$ cat src/rtl/sig_debounce.sv
// Two-flop synchronizer followed by a qualification FSM that only passes a new
// level after STABLE_CYCLES consecutive matching samples; rejected candidates are counted.
module sig_debounce #(
   parameter int unsigned STABLE_CYCLES = 16,
   parameter int unsigned CNT_W         = 8,
   parameter logic        INIT_LEVEL    = 1'b0
) (
   input  logic             clk,
   input  logic             rst,
   input  logic             sig_in,
   input  logic             glitch_clr,
   output logic             sig_out,
   output logic             busy,
   output logic [CNT_W-1:0] glitch_cnt
);

   localparam logic [15:0] CNT_LAST = 16'(STABLE_CYCLES - 1);

   typedef enum logic {
      ST_STABLE  = 1'b0,
      ST_QUALIFY = 1'b1
   } state_t;

   state_t           state, state_nxt;
   logic [15:0]      cnt, cnt_nxt;
   logic             sync1, sync2;
   logic             sig_out_nxt;
   logic             glitch_evt;
   logic [CNT_W-1:0] glitch_cnt_nxt;

   // Hold at all-ones so a noisy line cannot wrap the diagnostic count back to small values.
   function automatic logic [CNT_W-1:0] sat_inc(input logic [CNT_W-1:0] v);
      if (&v) return v;
      else    return v + CNT_W'(1);
   endfunction

   // Synchronizer stage: sig_in reaches nothing else.
   always_ff @(posedge clk) begin
      if (rst) begin
         sync1 <= INIT_LEVEL;
         sync2 <= INIT_LEVEL;
      end else begin
         sync1 <= sig_in;
         sync2 <= sync1;
      end
   end

   always_comb begin
      state_nxt   = state;
      cnt_nxt     = cnt;
      sig_out_nxt = sig_out;
      glitch_evt  = 1'b0;
      case (state)
         ST_STABLE: begin
            if (sync2 != sig_out) begin
               state_nxt = ST_QUALIFY;
               cnt_nxt   = 16'd1;
            end else begin
               cnt_nxt = 16'd0;
            end
         end
         ST_QUALIFY: begin
            if (sync2 == sig_out) begin
               state_nxt  = ST_STABLE;
               cnt_nxt    = 16'd0;
               glitch_evt = 1'b1;
            end else if (cnt == CNT_LAST) begin
               state_nxt   = ST_STABLE;
               cnt_nxt     = 16'd0;
               sig_out_nxt = sync2;
            end else begin
               cnt_nxt = cnt + 16'd1;
            end
         end
         default: begin
            state_nxt = ST_STABLE;
            cnt_nxt   = 16'd0;
         end
      endcase
   end

   // A clear coinciding with a glitch leaves the count at zero.
   always_comb begin
      glitch_cnt_nxt = glitch_cnt;
      if (glitch_clr)      glitch_cnt_nxt = '0;
      else if (glitch_evt) glitch_cnt_nxt = sat_inc(glitch_cnt);
   end

   // Qualification stage: reset discards any candidate without counting it.
   always_ff @(posedge clk) begin
      if (rst) begin
         state      <= ST_STABLE;
         cnt        <= 16'd0;
         sig_out    <= INIT_LEVEL;
         glitch_cnt <= '0;
      end else begin
         state      <= state_nxt;
         cnt        <= cnt_nxt;
         sig_out    <= sig_out_nxt;
         glitch_cnt <= glitch_cnt_nxt;
      end
   end

   assign busy = (state == ST_QUALIFY);

endmodule

$ cat config.mk
export PLATFORM = sky130hd
export DESIGN_NAME = sig_debounce
export DESIGN_NICKNAME = d
export VERILOG_FILES = /design/src/rtl/sig_debounce.sv
export SDC_FILE = /design/constraint.sdc
export NUM_CORES = 1
export LEC_CHECK = 0
export CORE_AREA = 2 2 76 78
export CTS_CLUSTER_SIZE = 12
export DETAILED_ROUTE_END_ITERATION = 6
export DIE_AREA = 0 0 78 80
export PLACE_DENSITY = 0.4
export SETUP_SLACK_MARGIN = 0.02
export SLEW_MARGIN = 20
export SYNTH_ARGS = -nofsm -noshare
export SYNTH_HDL_FRONTEND = slang
export SYNTH_SLANG_ARGS = --single-unit
$ cat constraint.sdc
create_clock -name clk -period 1.5 [get_ports clk]
set_input_delay 0.45 -clock clk [delete_from_list [all_inputs] [get_ports clk]]
set_output_delay 0.45 -clock clk [all_outputs]
set_load 0.005 [all_outputs]
==> results.md, run 1 <==
* PwrDens at 739 mW/mm^2
* Synth Flop Type: dfxtp_1
* Vias/cell at 4.62
* Final core utilization at 0.351
* Die width at 78 um
* MaxCap Viol Count at 0
* Hold-fix buffers at CTS at 0
* First-pass DRT Iterations at 4
* CTS Buf Count at 3
* CP Launch Type: flop
* Fillers at 590
* Final Hold Fails at 0
* EDFF count, synth at 0
* Root Driver: clkbuf_8
* Area contributors post-synth: dfxtp_1 (43%), xnor2_1 (8.7%), nor2_1 (4.6%), nor4_1 (3.8%), nand4_1 (3.3%)
* CTS Sinks at 28
* RSZ-0062 raised after global routing: yes
* DRC at 0
* Synth area leader: dfxtp_1
* Total I/O pin count at 14
* Die area at 0.00624 sq mm
* Die span in y at 80 um
* CP Max Fanout at 5
* Via count at 1150
* Clk slew on worst S/H paths at 0.11 ns
* Final min period at 1.44 ns
* Sequential power share at 0.532
* Logic pwr share at 0.035
* R2r endpoint: glitch_cnt[5]
* Max transition margin at 0.771
* Most frequent cell after synthesis: dfxtp_1
* Worst Max-Slew Pin Slew at 0.341 ns
* ANT cells at 0
* Setup violators final at 0
* Status: finished, final reports clean
* Total track usage at 0.102
* DP Area at 0.00163 sq mm
* Reg2reg path depth at 4
* Dpl ws at -0.287 ns
* Req. time, crit path at 1.71 ns
* Clock power frac at 0.433
* WL final at 3020 um
* Setup slack, reg-to-reg at 0.06 ns
* Max-slew violation count at 0
* Critical path class: reg2reg
* Vias in the first global route at 1154
* Largest net degree at the start of global routing at 17
* Wire per inst at 12.1 um
* Max VDD drop at 0.000488 V
* GP Congestion at 0.798
* Share of cells above drive strength 1 at 0.367
* Synthesized area per cell at 9.55 sq um
* Critical Path Source: sig_out
* Port buffer count at 13
* Post-synth top area share at 0.428
* Maximum clock insertion buffer count at 2
* RR Startpoint: sig_out
* Clock Latency Late Sink at 0.28 ns
* Routed Antenna Nets at 0
* Register area share after synthesis at 0.428
* Min Hold Slack at 0.461 ns
* Initial Util at 0.242
* Pleak at 0.672 nW
* Hold Crit Class: reg2reg
* Worst path arrival time at 1.65 ns
* First-pass GRT wire length at 5060 um
* Core area at 0.00541 sq mm
* Post-synthesis async set-or-reset flop share at 0
* Overflow after GRT at 0
* Post-Synthesis Cell Area at 0.00131 sq mm
* Initial antenna violation count at 0
* P_sw at 0.276 mW
* Detail Placement HPWL at 2120 um
* Synthesis Warnings at 0
* Post-synth net total at 143
* CTS tree: yes
* Number of core rows at 27
* Net count, final at 184
* Sw Share at 0.197
* Design Area, Final at 0.00190 sq mm
* 1st-iter DRT viols at 40
* Synthesized netlist cell count at 137
* Layout area overhead at 45.1%
* P_int at 1.13 mW
* Flops & latches, synth at 28
* H-tree levels at 1
* Clock skew at 0.00877 ns
* Max frequency at 695 MHz
* Library cells used by synthesis at 37
* Total chip power at 1.40 mW
* Critical Path Sink: glitch_cnt[5]
* Crit share post-route at 0.960
* Commonest cells post-synth: dfxtp_1 (28), nor2_1 (16), xnor2_1 (13), nand2_1 (9), nor4_1 (8)
* Crit. End Element: flop
* Final worst slack at 0.0606 ns
==> cell families after synthesis <==
| kind of cell | after synthesis | synth area share |
|---|---|---|
| buf+inv | 6 | 0.0229 |
| flops | 28 | 0.428 |
| xor+xnor | 16 | 0.121 |
| mux | 1 | 0.00765 |
| compound gates | 14 | 0.0822 |
| simple gates | 70 | 0.318 |
| fa+ha+maj | 2 | 0.0191 |
==> layout by cell type, fill, tap and decap left out, drive strengths merged <==
cell type,n
a21boi,1
o311ai,3
nor3,6
nor2,18
nor4,9
a21o,1
nand4,8
a21oi,1
nor2b,2
o211a,1
dlygate4sd2,10
or3,1
nand2b,1
o21ai,2
xnor2,14
ha,2
clkbuf,3
buf,25
a211oi,1
dlymetal6s2s,1
inv,4
o211ai,1
nor3b,1
o41ai,3
bufinv,1
and3,4
and4,2
clkdlybuf4s50,2
xor2,2
dfxtp,28
nand2,9
nand3,8
or2,1
mux2i,1
==> worst max-delay path, stage by stage, from the launching register on <==
cell     delay (ns)
dfxtp_4        0.38
xnor2_4        0.30
nand3_4        0.16
or3_4          0.41
a21oi_2        0.11
==> state kept, by name, indices dropped and copies added, names as in the netlist <==
signal,count
busy,1
sig_out,1
sync2,1
cnt,16
glitch_cnt,8
sync1,1
==> final cells by class <==
| class | count | area (sq um) | share of cell area |
|---|---|---|---|
| Multi-Input combinational cell | 103 | 832 | 0.438 |
| Sequential cell | 28 | 579 | 0.305 |
| Timing Repair Buffer | 38 | 312 | 0.164 |
| Tap cell | 72 | 90.1 | 0.0474 |
| Clock buffer | 3 | 41.3 | 0.0217 |
| Clock inverter | 1 | 30.0 | 0.0158 |
| Inverter | 4 | 15.0 | 0.00791 |
==> per-stage QoR <==
stage / TNS (ns) / instances
after global placement: -2.43 / 236
after floorplan: 0 / 137
after detailed placement: -2.66 / 236
final: 0 / 249
after global routing: -0.00489 / 249
after CTS: -0.0356 / 247
==> per-layer routing <==
layer	track usage	vias up	routed length (um)
met5	0	-	0
met4	0.0596	0	12
met3	0.0170	2	48
met2	0.159	14	1490
met1	0.132	551	1470
li1	-	583	-
==> how the worst min path moves through the flow <==
stage,startpoint,slack [ns],cells after the start,to
6_report,sync1,0.46,1,sync2
5_1_grt,sync1,0.48,1,sync2
4_1_cts,sync1,0.46,1,sync2
3_5_place_dp,sync1,0.45,1,sync2
3_3_place_gp,sync1,0.45,1,sync2
2_1_floorplan,sync1,0.41,1,sync2
==> timing repair <==
action	in CTS	in global routing
resized for setup	24	20
pin swaps	1	6
setup endpoints to repair	14	21
setup buffers	7	3
==> power groups by stage <==
stage | Clock [mW] | Sequential [mW] | Combinational, mW
global route | 0.664 | 0.748 | 0.0538
detailed placement | 0 | 0.768 | 0.0417
floorplan | 0 | 0.769 | 0.0156
CTS | 0.638 | 0.747 | 0.0439
global placement | 0 | 0.768 | 0.0412
finish | 0.608 | 0.746 | 0.0498
Power figures use the tool's default switching activity.
==> inputs of run 2 (changes only) <==
--- a/config.mk
+++ b/config.mk
@@ -5,10 +5,10 @@
 export SDC_FILE = /design/constraint.sdc
 export NUM_CORES = 1
 export LEC_CHECK = 0
-export CORE_AREA = 2 2 76 78
+export CORE_AREA = 2 2 80 74
 export CTS_CLUSTER_SIZE = 12
 export DETAILED_ROUTE_END_ITERATION = 6
-export DIE_AREA = 0 0 78 80
+export DIE_AREA = 0 0 82 76
 export PLACE_DENSITY = 0.4
 export SETUP_SLACK_MARGIN = 0.02
 export SLEW_MARGIN = 20
==> run 2 against run 1 <==
Effect of this change: register-to-register slack improved by 0.03 ns; core utilization fell by 2.2 points; via count fell by 2.3%; clock skew fell by 0.0058 ns; largest power group unchanged; highest routed layer unchanged.
==> results.md, run 2 (same netlist as run 1, synthesis figures left out) <==
* Total chip power at 1.20 mW
* Overflow after GRT at 0
* GP Congestion at 0.801
* Total I/O pin count at 14
* Final min period at 1.47 ns
* Die width at 82 um
* Layout area overhead at 37.4%
* Pleak at 0.614 nW
* RSZ-0062 raised after global routing: yes
* Worst path arrival time at 1.63 ns
* Hold-fix buffers at CTS at 0
* CTS Buf Count at 3
* Net count, final at 183
* Vias in the first global route at 1032
* Crit share post-route at 0.983
* Max FFs per register at 16
* Core area at 0.00547 sq mm
* H-tree levels at 1
* CP Launch Type: input port
* Req. time, crit path at 1.66 ns
* PwrDens at 670 mW/mm^2
* Initial Util at 0.239
* Setup slack, reg-to-reg at 0.09 ns
* Max VDD drop at 0.000379 V
* Root Driver: clkbuf_8
* Die area at 0.00623 sq mm
* Number of core rows at 26
* DRC at 0
* Clk slew on worst S/H paths at 0.10 ns
* CTS Sinks at 28
* CP cell instances: clkdlybuf4s50_1 > or2_1 > o41ai_1
* WL final at 2930 um
* Max-slew violation count at 0
* Initial antenna violation count at 0
* Min Hold Slack at 0.467 ns
* Most common cell after layout, fill and taps aside: buf_4
* Hold Crit Class: reg2reg
* Slowest-stage cell, CP: clkdlybuf4s50_1
* Maximum clock insertion buffer count at 2
* Clock Latency Late Sink at 0.27 ns
* Biggest registers after layout: cnt x16, glitch_cnt x8
* Max frequency at 678 MHz
* Worst Max-Slew Pin Slew at 0.458 ns
* Largest net degree at the start of global routing at 15
* Final core utilization at 0.329
* Setup violators final at 0
* Vias/cell at 4.59
* Non-Filler Instances at 245
* ANT cells at 0
* Die span in y at 76 um
* Dpl ws at -0.258 ns
* Status: finished, final reports clean
* CP Max Fanout at 5
* Via count at 1124
* Largest stage delay, worst path at 0.47 ns
* Share of cells above drive strength 1 at 0.331
* Largest Register: cnt
* Fillers at 593
* Critical path class: in2reg
* First-pass GRT wire length at 4850 um
* MaxCap Viol Count at 0
* Total track usage at 0.0981
* Routed Antenna Nets at 0
* Max transition margin at 0.693
* Final worst slack at 0.0251 ns
* CTS tree: yes
* Port buffer count at 13
* Clock skew at 0.00294 ns
* Wire per inst at 12.0 um
* Number of placed instances, taps included at 237
* 1st-iter DRT viols at 38
* Detail Placement HPWL at 2140 um
* Final Hold Fails at 0
* Most frequent cells in the layout: buf_4 (24), dfxtp_1 (18), nor2_1 (16), xnor2_1 (13), dlygate4sd2_1 (10)
* First-pass DRT Iterations at 4
* Crit. End Element: flop
## run 2: critical path, delay by kind of cell
kind | cells | cell delay, ns
AOI/OAI and AO/OA | 1 | 0.38
and+or+nand+nor | 1 | 0.33
buffers and inverters | 1 | 0.47
## run 2: layout make-up
class                      count  area [sq um]  share of cell area
multi-input combinational    103           781               0.434
sequential                    28           576               0.320
timing repair buffer          37           298               0.166
tap                           70          87.6              0.0487
clock buffer                   3          41.3              0.0230
inverter                       4          15.0             0.00835
## run 2: layer usage
layer / global-route usage / part of all wire
met2: 0.143 / 0.44
met1: 0.139 / 0.52
met3: 0.0308 / 0.036
met4: 0.0250 / 0.011
met5: 0 / 0
## run 2: path summary, 6_finish.rpt
path,start,endpoint,depth (start not counted)
worst min-delay path,sync1,sync2,1
worst max register to register,glitch_cnt[0],glitch_cnt[0],6
worst min register to register,sync1,sync2,1
worst max-delay path,rst,glitch_cnt[4],3
## run 2: what timing repair did
| action | 4_1_cts | 5_1_grt |
|---|---|---|
| setup buffers | 4 | 1 |
| gates resized for setup | 21 | 12 |
| pin swaps | 0 | 2 |
| gates cloned | 0 | 0 |
| setup endpoints to repair | 10 | 16 |
## run 2: report_power, final
| part | total (mW) | internal [mW] | switching, mW |
|---|---|---|---|
| logic | 0.0435 | 0.0235 | 0.0200 |
| clock network | 0.412 | 0.180 | 0.231 |
| registers | 0.749 | 0.745 | 0.00347 |
## run 2: through the flow
step	TNS, ns	instance area (sq um)
2_1_floorplan	0	1310
3_3_place_gp	-1.63	1650
3_5_place_dp	-1.91	1650
4_1_cts	0	1730
5_1_grt	-0.000669	1800
6_report	0	1800
==> inputs of run 3 (changes only) <==
--- a/config.mk
+++ b/config.mk
@@ -15,3 +15,4 @@
 export SYNTH_ARGS = -nofsm -noshare
 export SYNTH_HDL_FRONTEND = slang
 export SYNTH_SLANG_ARGS = --single-unit
+export TNS_END_PERCENT = 10
==> run 3 against run 2 <==
Effect of this change: hold slack hardly changed; count of clock-buffer cells in the layout unchanged; combinational power shrank 9.4%; design area decreased by 2.3%; critical endpoint unchanged; register-to-register slack is essentially flat; core utilization fell by 0.76 points.
==> results.md, run 3 (same netlist as run 1, synthesis figures left out) <==
* 1st-iter DRT viols at 33
* RSZ-0062 raised after global routing: yes
* First-pass DRT Iterations at 4
* Status: finished, final reports clean
* CP Launch Type: input port
* Clock Latency Late Sink at 0.27 ns
* ANT cells at 0
* Clock skew at 0.00257 ns
* Initial Util at 0.239
* Worst path arrival time at 1.63 ns
* Overflow after GRT at 0
* Max VDD drop at 0.000378 V
* Reg2reg path depth at 5
* Worst Max-Slew Pin Slew at 0.446 ns
* Routed Antenna Nets at 0
* Slowest-stage cell, CP: clkdlybuf4s50_1
* Total I/O pin count at 14
* CTS Sinks at 28
* Final core utilization at 0.321
* Number of placed instances, taps included at 237
* Most frequent cells in the layout: buf_4 (20), dfxtp_1 (18), nor2_1 (16), xnor2_1 (13)
* R2r endpoint: sig_out
* Clk slew on worst S/H paths at 0.09 ns
* Largest Register: cnt
* Root Driver: clkbuf_8
* Core area at 0.00547 sq mm
* Largest net degree at the start of global routing at 15
* CTS Buf Count at 3
* Detail Placement HPWL at 2140 um
* Footprint of the multi-input gates at 766 sq um
* Most common cell after layout, fill and taps aside: buf_4
* Max frequency at 678 MHz
* Die area at 0.00623 sq mm
* Worst min-delay path startpoint: sync1
* Initial antenna violation count at 0
* PwrDens at 682 mW/mm^2
* DRC at 0
* Port buffer count at 13
* Max-slew violation count at 0
* Die width at 82 um
* CP Max Fanout at 5
* Worst Hold End: sync2
* Maximum clock insertion buffer count at 2
* GP Congestion at 0.801
* First-pass GRT wire length at 4820 um
* TNS Setup at 0 ns
* Total chip power at 1.20 mW
* Req. time, crit path at 1.66 ns
* Critical path class: in2reg
* Setup violators final at 0
* Max FFs per register at 16
* Vias/cell at 4.60
* Via count at 1108
* Vias in the first global route at 1014
* Final min period at 1.48 ns
* Non-Filler Instances at 241
* CTS tree: yes
* Hold Path Depth at 1
* RR Startpoint: cnt[12]
* Layout area overhead at 34.2%
* Largest stage delay, worst path at 0.47 ns
* Wire per inst at 12.1 um
* Biggest registers after layout: cnt x16, glitch_cnt x8
* Total track usage at 0.0973
* Hold Crit Class: reg2reg
* Fillers at 597
* Net count, final at 179
* FF+latch area at 576 sq um
* Number of core rows at 26
* H-tree levels at 1
* Pleak at 0.609 nW
* Min Hold Slack at 0.467 ns
* CP cell instances: clkdlybuf4s50_1 > or2_1 > o41ai_1
* Crit share post-route at 0.984
* Die span in y at 76 um
* Final Hold Fails at 0
* Crit. End Element: flop
* Share of cells above drive strength 1 at 0.304
* Max transition margin at 0.702
* WL final at 2920 um
* Setup slack, reg-to-reg at 0.09 ns
* MaxCap Viol Count at 0
-- run 3: layout make-up --
class / count / area share
sequential: 28 / 0.328
inverter: 4 / 0.00855
timing repair buffer: 33 / 0.155
multi-input combinational: 103 / 0.436
tap: 70 / 0.0499
clock buffer: 3 / 0.0235
-- run 3: worst max-delay path by stage --
stage | cells past startpoint | to | start | slack [ns]
2_1_floorplan | 4 | glitch_cnt[4] | sig_out | 0.21
3_3_place_gp | 3 | glitch_cnt[7] | rst | -0.20
3_5_place_dp | 3 | glitch_cnt[6] | rst | -0.26
4_1_cts | 1 | glitch_cnt[1] | glitch_cnt[1] | -0.09
5_1_grt | 5 | cnt[12] | cnt[1] | -0.005
6_report | 3 | glitch_cnt[4] | rst | 0.02
-- run 3: routing by layer --
metal / vias up / share of wire / global-route usage
met1: 507 / 0.51 / 0.139
li1: 569 / - / -
met4: 0 / 0.011 / 0.0250
met5: - / 0 / 0
met2: 28 / 0.43 / 0.141
met3: 4 / 0.047 / 0.0308
-- run 3: metrics by stage --
step | worst slack (ns) | area, sq um
floorplan | 0.210 | 1310
global placement | -0.198 | 1650
detailed placement | -0.258 | 1650
CTS | -0.0927 | 1700
global route | -0.00538 | 1760
finish | 0.0241 | 1760
-- run 3: timing repair --
item / 4_1_cts / 5_1_grt
setup endpoints to repair: 10 / 16
gates cloned: 0 / 0
buffers inserted: 0 / 1
pin swaps: 0 / 1
hold buffers: 0 / 0
resized for setup: 20 / 10
-- run 3: worst max-delay path: cells and delay by family --
| kind | cells | cell delay (ns) |
|---|---|---|
| buffers and inverters | 1 | 0.47 |
| and+or+nand+nor | 1 | 0.33 |
| AOI/OAI and AO/OA | 1 | 0.39 |
-- run 3: power by group --
group	leakage, nW	switching, mW	total [mW]	internal, mW
combinational	0.356	0.0187	0.0394	0.0207
clock	0.0216	0.230	0.410	0.180
sequential	0.231	0.00357	0.749	0.745
